**src/rtl/aes_masked_pkg.sv**
```systemverilog
// aes_masked_pkg: shared constants and FSM encoding for the masked SubBytes sequencer.
package aes_masked_pkg;
   localparam int NUM_BYTES    = 16;
   localparam int SBOX_LAT_DEF = 5;
   localparam int IDX_W        = 4;
   typedef enum logic [1:0] {ST_IDLE, ST_FEED, ST_DRAIN, ST_DONE} state_t;
endpackage

```
**src/rtl/valid_tag_sr.sv**
```systemverilog
// valid_tag_sr: 1-bit delay line marking which S-box output cycles carry a real byte.
module valid_tag_sr #(
   parameter int DEPTH = 5
) (
   input  logic i_clk,
   input  logic i_rst_n,
   input  logic i_d,
   output logic o_q
);
   logic [DEPTH-1:0] r_sr;
   always_ff @(posedge i_clk or negedge i_rst_n)
      if (!i_rst_n) r_sr <= '0;
      else          r_sr <= (r_sr << 1) | DEPTH'(i_d);
   assign o_q = r_sr[DEPTH-1];
endmodule

```
**src/rtl/masked_subbytes_seq.sv**
```systemverilog
// masked_subbytes_seq: streams a shared 16-byte state through an external pipelined
// masked S-box one byte per cycle and reassembles the substituted shares.
module masked_subbytes_seq
   import aes_masked_pkg::*;
#(
   parameter int SHARES   = 2,
   parameter int SBOX_LAT = SBOX_LAT_DEF
) (
   input  logic                  ClkxCI,
   input  logic                  RstxBI,
   input  logic                  StartxSI,
   input  logic [128*SHARES-1:0] StatexDI,
   output logic [8*SHARES-1:0]   SboxInxDO,
   input  logic [8*SHARES-1:0]   SboxOutxDI,
   output logic                  BusyxSO,
   output logic                  DonexSO,
   output logic [128*SHARES-1:0] StatexDO
);
   state_t                r_st, w_st_nxt;
   logic [IDX_W-1:0]      r_feed_cnt, r_cap_cnt;
   logic [128*SHARES-1:0] r_state;
   logic                  w_start, w_feed, w_tag, w_feed_last, w_cap_last;

   assign w_start     = StartxSI && (r_st == ST_IDLE || r_st == ST_DONE);
   assign w_feed      = r_st == ST_FEED;
   assign w_feed_last = r_feed_cnt == IDX_W'(NUM_BYTES-1);
   assign w_cap_last  = w_tag && r_cap_cnt == IDX_W'(NUM_BYTES-1);

   valid_tag_sr #(.DEPTH(SBOX_LAT)) u_tag (
      .i_clk  (ClkxCI),
      .i_rst_n(RstxBI),
      .i_d    (w_feed),
      .o_q    (w_tag)
   );

   always_comb begin
      w_st_nxt = r_st;
      BusyxSO  = 1'b0;
      DonexSO  = 1'b0;
      case (r_st)
         ST_IDLE:  w_st_nxt = w_start ? ST_FEED : ST_IDLE;
         ST_FEED: begin
            BusyxSO  = 1'b1;
            w_st_nxt = w_feed_last ? ST_DRAIN : ST_FEED;
         end
         ST_DRAIN: begin
            BusyxSO  = 1'b1;
            w_st_nxt = w_cap_last ? ST_DONE : ST_DRAIN;
         end
         default: begin
            DonexSO  = 1'b1;
            w_st_nxt = w_start ? ST_FEED : ST_IDLE;
         end
      endcase
   end

   // Each share is sliced independently; shares never meet inside this block.
   always_comb begin
      SboxInxDO = '0;
      for (int s = 0; s < SHARES; s++)
         SboxInxDO[s*8 +: 8] = w_feed ? r_state[s*128 + 8*r_feed_cnt +: 8] : 8'h00;
   end

   always_ff @(posedge ClkxCI or negedge RstxBI)
      if (!RstxBI) begin
         r_st       <= ST_IDLE;
         r_feed_cnt <= '0;
         r_cap_cnt  <= '0;
         r_state    <= '0;
         StatexDO   <= '0;
      end else begin
         r_st <= w_st_nxt;
         if (w_start) begin
            r_state    <= StatexDI;
            r_feed_cnt <= '0;
            r_cap_cnt  <= '0;
         end else begin
            if (w_feed) r_feed_cnt <= r_feed_cnt + 1'b1;
            if (w_tag)  r_cap_cnt  <= r_cap_cnt + 1'b1;
         end
         if (w_tag)
            for (int s = 0; s < SHARES; s++)
               StatexDO[s*128 + 8*r_cap_cnt +: 8] <= SboxOutxDI[s*8 +: 8];
      end
endmodule

```
**config.mk**
```make
export PLATFORM = sky130hd
export DESIGN_NAME = masked_subbytes_seq
export DESIGN_NICKNAME = d
export VERILOG_FILES = /design/src/rtl/aes_masked_pkg.sv /design/src/rtl/valid_tag_sr.sv /design/src/rtl/masked_subbytes_seq.sv
export SDC_FILE = /design/constraint.sdc
export NUM_CORES = 1
export LEC_CHECK = 0
export BUFFER_PORTS_ARGS = -buffer_cell sky130_fd_sc_hd__buf_4
export CAP_MARGIN = 20
export CORE_UTILIZATION = 43
export DETAILED_ROUTE_END_ITERATION = 10
export PLACE_DENSITY = 0.77
export SLEW_MARGIN = 20
export SYNTH_ARGS = -nofsm -noshare
export SYNTH_HDL_FRONTEND = slang
export SYNTH_SLANG_ARGS = --single-unit
```
**constraint.sdc**
```tcl
create_clock -name ClkxCI -period 5.2 [get_ports ClkxCI]
set_clock_uncertainty 0.2 [all_clocks]
set_input_delay 1.04 -clock ClkxCI [delete_from_list [all_inputs] [get_ports ClkxCI]]
set_output_delay 1.04 -clock ClkxCI [all_outputs]
set_load 0.03 [all_outputs]
```
==> results of run 1 <==
-- per-layer routing --
layer  wire (um)  track usage (%)  part of all wire [%]  vias up
li1            -                -                     -     7689
met1       27400             31.0                    37     8809
met2       36700             43.9                    50      920
met3        7270             7.68                   9.8      183
met4        2740             9.77                   3.7        4
met5          34                0                 0.046        -
-- cells in the final DEF, fill, tap and decap left out, types with 7 or more instances in the layout --
cell type,n
sky130_fd_sc_hd__buf_4,565
sky130_fd_sc_hd__dfrtp_1,524
sky130_fd_sc_hd__mux2_2,339
sky130_fd_sc_hd__nand2_1,147
sky130_fd_sc_hd__o21ai_0,86
sky130_fd_sc_hd__mux2i_1,75
sky130_fd_sc_hd__mux4_2,64
sky130_fd_sc_hd__nor2_1,59
sky130_fd_sc_hd__clkbuf_16,57
sky130_fd_sc_hd__nand3_1,54
sky130_fd_sc_hd__a221o_1,45
sky130_fd_sc_hd__inv_1,34
sky130_fd_sc_hd__a21oi_1,31
sky130_fd_sc_hd__and3_1,27
sky130_fd_sc_hd__o22ai_1,20
sky130_fd_sc_hd__and2_1,18
sky130_fd_sc_hd__o21a_1,17
sky130_fd_sc_hd__clkbuf_1,14
sky130_fd_sc_hd__mux2_4,13
sky130_fd_sc_hd__ha_1,12
sky130_fd_sc_hd__clkinv_2,12
sky130_fd_sc_hd__nor4bb_1,9
sky130_fd_sc_hd__nand3_2,8
sky130_fd_sc_hd__o22a_1,8
sky130_fd_sc_hd__a22oi_1,8
sky130_fd_sc_hd__clkbuf_8,8
sky130_fd_sc_hd__nor2b_1,7
-- state kept, by name (all words and copies together) (netlist names) --
| name | cells |
|---|---|
| StatexDO | 256 |
| r_cap_cnt | 4 |
| r_state | 256 |
| r_st | 2 |
| u_tag.r_sr | 5 |
| r_feed_cnt | 4 |
-- area by class of cell --
| cell class | instances | area share [%] |
|---|---|---|
| Antenna cell | 1 | 0.00819 |
| Clock buffer | 79 | 5.20 |
| Clock inverter | 19 | 0.667 |
| Inverter | 34 | 0.418 |
| Multi-Input combinational cell | 1139 | 33.1 |
| Sequential cell | 527 | 43.2 |
| Tap cell | 748 | 3.06 |
| Timing Repair Buffer | 572 | 14.3 |
-- how the worst min path moves through the flow --
stage,from,endpoint,slack (ns),cells after the start
finish,u_tag.r_sr[0]$_DFF_PN0_,u_tag.r_sr[1]$_DFF_PN0_,0.15,0
global placement,u_tag.r_sr[0]$_DFF_PN0_,u_tag.r_sr[1]$_DFF_PN0_,0.13,0
CTS,u_tag.r_sr[1]$_DFF_PN0_,u_tag.r_sr[2]$_DFF_PN0_,0.15,0
global route,u_tag.r_sr[2]$_DFF_PN0_,u_tag.r_sr[3]$_DFF_PN0_,0.16,0
floorplan,u_tag.r_sr[0]$_DFF_PN0_,u_tag.r_sr[1]$_DFF_PN0_,0.13,0
detailed placement,u_tag.r_sr[1]$_DFF_PN0_,u_tag.r_sr[2]$_DFF_PN0_,0.13,0
-- power by group through the flow --
stage	clock network [mW]	logic (mW)	registers (mW)
after floorplan	0	4.58	8.02
after global placement	0	8.52	6.97
after detailed placement	0	8.72	7.08
after CTS	4.02	8.75	7.03
after global routing	4.19	9.23	7.24
final	3.97	8.74	7.03
-- cells by family (layout without fill, tap and decap cells) --
| group | after synthesis | after routing | synth area share, % |
|---|---|---|---|
| buf+inv | 171 | 704 | 3.10 |
| compound gates | 249 | 249 | 7.16 |
| simple gates | 377 | 377 | 8.07 |
| flops | 527 | 527 | 54.8 |
| fa+ha+maj | 12 | 12 | 0.624 |
| other cells | 0 | 1 | 0 |
| mux | 495 | 495 | 26.0 |
| xor+xnor | 6 | 6 | 0.219 |
==> results.txt, run 1 <==
----------------------------------------------------
[Yosys]
  Synthesized cell area ... 24,000 um^2
  Mean post-synth cell area ... 13.1 um^2
  Area share of the largest cell type after synthesis ... 54.8%
  Most common library cells after synthesis ... sky130_fd_sc_hd__dfrtp_1, sky130_fd_sc_hd__mux2_2, sky130_fd_sc_hd__nand2_1
  Post-Synthesis Net Count ... 2,124
  Sequential-to-total area share from yosys stat ... 54.8%
  Count of different cell masters after synthesis ... 66
  Post-Syn Instances ... 1,837
  Synth Register Bits ... 527
  Main flop type after synthesis ... sky130_fd_sc_hd__dfrtp_1
  Synth area leader ... sky130_fd_sc_hd__dfrtp_1
  Yosys warning count ... 0
  Share of flip-flops with an asynchronous set or reset after synthesis ... 100%
  Post-synth EDFFs ... 0
  Most common cell in the netlist ... sky130_fd_sc_hd__dfrtp_1
  Top cells by area, synth ... sky130_fd_sc_hd__dfrtp_1, sky130_fd_sc_hd__mux2_2, sky130_fd_sc_hd__mux4_2, sky130_fd_sc_hd__mux2i_1, sky130_fd_sc_hd__nand2_1

[Placed design]
  Final estimated routing congestion in global placement ... 0.924
  Placed cells ... 3,020
  Pre-CTS setup slack ... 1.11 ns
  Number of port buffers ... 548
  Area after DPL ... 28,800 um^2
  HPWL reported at the end of detailed placement ... 54,600 um

[Power]
  Net switching power ... 7.77 mW
  Relative contribution of the clock network to total power ... 20.1%
  Design internal power ... 12.0 mW
  Post-layout power ... 19.7 mW
  Logic gate share of total power ... 44.3%
  Share of power burned in registers ... 35.6%
  Power Density ... 646 nW/um^2
  Lkg Pwr ... 14.1 nW
  Peak supply drop ... 0.352 mV
  Switching Fraction ... 39.4%

[Critical path]
  Crit Path Category ... register to output port
  Endpoint of the most critical setup path ... SboxInxDO[4]
  Cell count of the worst reg-to-reg path ... 7
  Start point of the critical path ... r_feed_cnt[0]$_DFFE_PN0P_
  Destination of the worst register-to-register timing path ... StatexDO[106]$_DFFE_PN0P_
  Worst path depth ... 5
  Kind of end point of the critical path ... output port
  Kind of cell adding the most delay to the critical path ... multiplexers
  Setup crit start kind ... register
  Register-to-register setup slack ... 1.06 ns
  Crit path largest cell delay ... 0.77 ns
  Critical path required time ... 3.96 ns
  Maximum fanout along the worst path ... 26
  Ordered cell list for the critical path ... buf_4 -> mux4_2 -> mux2i_1 -> o22ai_1 -> buf_4
  Beginning of the worst register-to-register path ... r_cap_cnt[0]$_DFFE_PN0P_
  Critical path's most frequent cell ... sky130_fd_sc_hd__buf_4
  Data arrival time at the worst-slack endpoint ... 3.02 ns
  Worst path buffer plus inverter count ... 2
  Cell with the largest stage delay on the worst path ... sky130_fd_sc_hd__dfrtp_4

[Timing]
  Final cycle utilization of the critical path ... 81.9%
  Count of endpoints failing hold in the final timing report ... 0
  Slew Viols, Final ... 0
  Final setup TNS ... 0 ns
  Worst relative slew slack ... 35.5%
  Fin Hold WS ... 0.146 ns
  Setup slack after layout ... 0.940 ns
  Upper clock frequency limit ... 235 MHz
  Unrepaired setup endpoints after global routing ... no
  Worst-Margin Slew ... 0.967 ns
  Final setup violation count ... 0
  Final Critical Period ... 4.26 ns

[Route]
  First-pass detailed-route iteration total ... 6
  Vias/cell ... 5.64
  Number of nets with antenna violations after detailed routing ... 0
  DRC errors left ... 0
  Via count ... 17,600
  WL per Instance ... 23.8 um
  Total wire length after detailed routing ... 74,100 um
  Detailed router's first-iteration violation count ... 1,455

[Clock network]
  # hold bufs at CTS ... 0
  Buffers from clock root to sink, at most ... 3
  Post-CTS Setup Bufs ... 0
  TritonCTS clock tree ... yes
  Number of clock buffers inserted by TritonCTS ... 56
  Master cell of the clock root buffer ... sky130_fd_sc_hd__clkbuf_16
  Clk_lat worst skew ... 0.60 ns
  Clock-pin transition on the worst setup and hold timing paths ... 0.06 ns
  H-tree Lvls ... 2
  Clock tree sinks ... 527
  Cells resized by post-CTS repair ... 0

[Finish]
  Final Net Count ... 2,617
  Multi-input gate area ... 10,100 um^2
  Filler cell count in the final layout ... 4,543
  Finished layout cell area ... 30,600 um^2
  Combined flip-flop and latch cell area ... 13,200 um^2
  Finished Layout Cells ... 3,119
  Finished Core Util ... 55.4%
  Growth of design area from synthesis to finish ... 27.1%
  Fraction of layout cells with a size suffix above 1 ... 46.5%

[Floorplanning]
  Initial Utilization ... 43.6%
  Die span in x ... 238 um
  Die height ... 238 um
  Core region area ... 55,200 um^2
  Full die area ... 56,900 um^2
  Boundary pin count ... 549
  Number of placement rows ... 86

[Global route]
  Wire length of the first global-routing pass ... 112,000 um
  GRT Residual Overflow ... 0
  Maximum number of pins on one net before global-route repair ... 138
  Vias in the first global route ... 18,300
  Initial antenna violation count ... 3
  All-layer global routing usage ... 25.9%

[Min path]
  Path type of the worst min-delay path ... register to register

[Status]
  Result of the run ... completed

[Job]
  Reported max-cap violation count ... 0

----------------------------------------------------
(Power assumes the default switching activity.)
==> run 2: changes to the inputs <==
Clock period 5.2 ns to 4.1 ns, I/O delays scaled along.
==> run 2 against run 1 <==
Register-to-register slack lost 0.53 ns; critical endpoint is now SboxInxDO[5]; highest routed layer unchanged; sequential share of layout area is 0.26 points lower; largest power group unchanged; first-iteration DRC count fell by 0.21%; non-clock buffer count rose by 18; global-route usage increased by 0.37 points.
==> results.txt, run 2 (synthesis results as in run 1) <==
----------------------------------------------------
[Status]
  Result of the run ... completed

[Power]
  Design internal power ... 15.2 mW
  Logic gate share of total power ... 44.5%
  Share of power burned in registers ... 35.7%
  Power Density ... 815 nW/um^2
  Net switching power ... 9.87 mW
  Relative contribution of the clock network to total power ... 19.8%
  Lkg Pwr ... 14.2 nW
  Switching Fraction ... 39.4%
  Peak supply drop ... 0.478 mV

[Critical path]
  Critical path required time ... 3.08 ns
  Crit path largest cell delay ... 0.63 ns
  Ordered cell list for the critical path ... buf_4 -> mux4_2 -> mux2i_1 -> o22ai_1 -> buf_4
  Start point of the critical path ... r_feed_cnt[0]$_DFFE_PN0P_
  Kind of end point of the critical path ... output port
  Data arrival time at the worst-slack endpoint ... 2.84 ns
  Critical path's most frequent cell ... sky130_fd_sc_hd__buf_4
  Crit Path Category ... register to output port
  Maximum fanout along the worst path ... 14
  Setup crit start kind ... register
  Cell count of the worst reg-to-reg path ... 7
  Beginning of the worst register-to-register path ... r_cap_cnt[0]$_DFFE_PN0P_
  Cell with the largest stage delay on the worst path ... sky130_fd_sc_hd__dfrtp_4
  Register-to-register setup slack ... 0.53 ns
  Destination of the worst register-to-register timing path ... StatexDO[72]$_DFFE_PN0P_

[Finish]
  Final Net Count ... 2,634
  Filler cell count in the final layout ... 4,535
  Finished layout cell area ... 30,700 um^2
  Finished Layout Cells ... 3,141
  Growth of design area from synthesis to finish ... 27.8%
  Regs by FF count ... StatexDO (256), r_state (256), u_tag.r_sr (5)
  Fraction of layout cells with a size suffix above 1 ... 47.2%
  Most common cell after layout, fill and taps aside ... sky130_fd_sc_hd__buf_4
  Most frequent cells in the layout ... sky130_fd_sc_hd__buf_4, sky130_fd_sc_hd__dfrtp_1, sky130_fd_sc_hd__mux2_2

[Timing]
  Final cycle utilization of the critical path ... 94.1%
  Upper clock frequency limit ... 259 MHz
  Final setup violation count ... 0
  Count of endpoints failing hold in the final timing report ... 0
  Worst relative slew slack ... 34.9%
  Unrepaired setup endpoints after global routing ... no
  Final Critical Period ... 3.86 ns
  Worst-Margin Slew ... 0.975 ns
  Final setup TNS ... 0 ns
  Slew Viols, Final ... 0

[Floorplanning]
  Number of placement rows ... 86
  Boundary pin count ... 549
  Die span in x ... 238 um
  Full die area ... 56,900 um^2
  Initial Utilization ... 43.6%
  Core region area ... 55,200 um^2
  Die height ... 238 um

[Global route]
  Initial antenna violation count ... 3
  GRT Residual Overflow ... 0
  Vias in the first global route ... 18,500
  Maximum number of pins on one net before global-route repair ... 107
  Wire length of the first global-routing pass ... 114,000 um
  All-layer global routing usage ... 26.3%

[Route]
  First-pass detailed-route iteration total ... 7
  Vias/cell ... 5.70
  Total wire length after detailed routing ... 75,400 um
  WL per Instance ... 24.0 um
  Number of nets with antenna violations after detailed routing ... 0
  DRC errors left ... 0
  Detailed router's first-iteration violation count ... 1,452
  Via count ... 17,900

[Clock network]
  Clk_lat worst skew ... 0.58 ns
  Clock-pin transition on the worst setup and hold timing paths ... 0.07 ns
  Post-CTS Setup Bufs ... 0
  H-tree Lvls ... 2
  Master cell of the clock root buffer ... sky130_fd_sc_hd__clkbuf_16
  # hold bufs at CTS ... 0
  Number of clock buffers inserted by TritonCTS ... 55
  Cells resized by post-CTS repair ... 0
  TritonCTS clock tree ... yes
  Clock tree sinks ... 527
  Buffers from clock root to sink, at most ... 3

[Job]
  Reported max-cap violation count ... 0

[Placed design]
  HPWL reported at the end of detailed placement ... 55,900 um
  Number of port buffers ... 548
  Final estimated routing congestion in global placement ... 0.972
  Area after DPL ... 28,900 um^2
  Placed cells ... 3,038

[Min path]
  Path type of the worst min-delay path ... input pin to async pin

----------------------------------------------------
-- run 2: per-layer routing --
layer  vias to the layer above  share of wire (%)  global-route usage (%)
met5                         -              0.017                       0
li1                       7714                  -                       -
met1                      9046                 37                    32.0
met3                       201                9.2                    6.79
met4                         2                3.4                    9.03
met2                       926                 50                    45.1
-- run 2: worst max-delay path by stage --
stage / depth (start not counted) / end / slack (ns)
2_1_floorplan: 12 / StatexDO[104]$_DFFE_PN0P_ / 1.01
3_3_place_gp: 7 / StatexDO[76]$_DFFE_PN0P_ / 0.79
3_5_place_dp: 7 / StatexDO[75]$_DFFE_PN0P_ / 0.57
4_1_cts: 5 / SboxInxDO[5] / 0.17
5_1_grt: 5 / SboxInxDO[2] / 0.1
6_report: 5 / SboxInxDO[5] / 0.24
-- run 2: stage by stage --
step	hold WS, ns	power, mW	utilization, %	worst slack, ns
after detailed placement	0.136	20.1	52.4	0.574
after CTS	0.145	25.1	55.7	0.168
after global placement	0.135	19.8	52.4	0.786
final	0.123	25.1	55.7	0.241
after global routing	0.148	26.2	55.7	0.0969
after floorplan	0.131	16.0	-	1.01
-- run 2: cell type report --
| cell class | instances | area (um^2) | area share, % |
|---|---|---|---|
| Clock buffer | 79 | 1620 | 5.26 |
| Timing Repair Buffer | 590 | 4550 | 14.8 |
| Tap cell | 748 | 936 | 3.04 |
| Inverter | 34 | 128 | 0.415 |
| Antenna cell | 3 | 7.51 | 0.0244 |
| Sequential cell | 527 | 13200 | 42.9 |
| Multi-Input combinational cell | 1139 | 10100 | 32.9 |
| Clock inverter | 21 | 181 | 0.590 |
-- run 2: power groups by stage --
stage                     sequential, mW  clock, mW  combinational [mW]
after global placement              8.84          0                10.9
after floorplan                     10.2          0                5.81
after global routing                9.18       5.25                11.8
after detailed placement            8.97          0                11.2
final                               8.94       4.96                11.2
after CTS                           8.91       5.04                11.2
-- run 2: critical path, delay by kind of cell, from the launching register on --
family | cells | cell delay [ns]
AOI/OAI and AO/OA | 1 | 0.18
buffers and inverters | 2 | 0.56
DFF | 1 | 0.63
muxes | 2 | 0.86
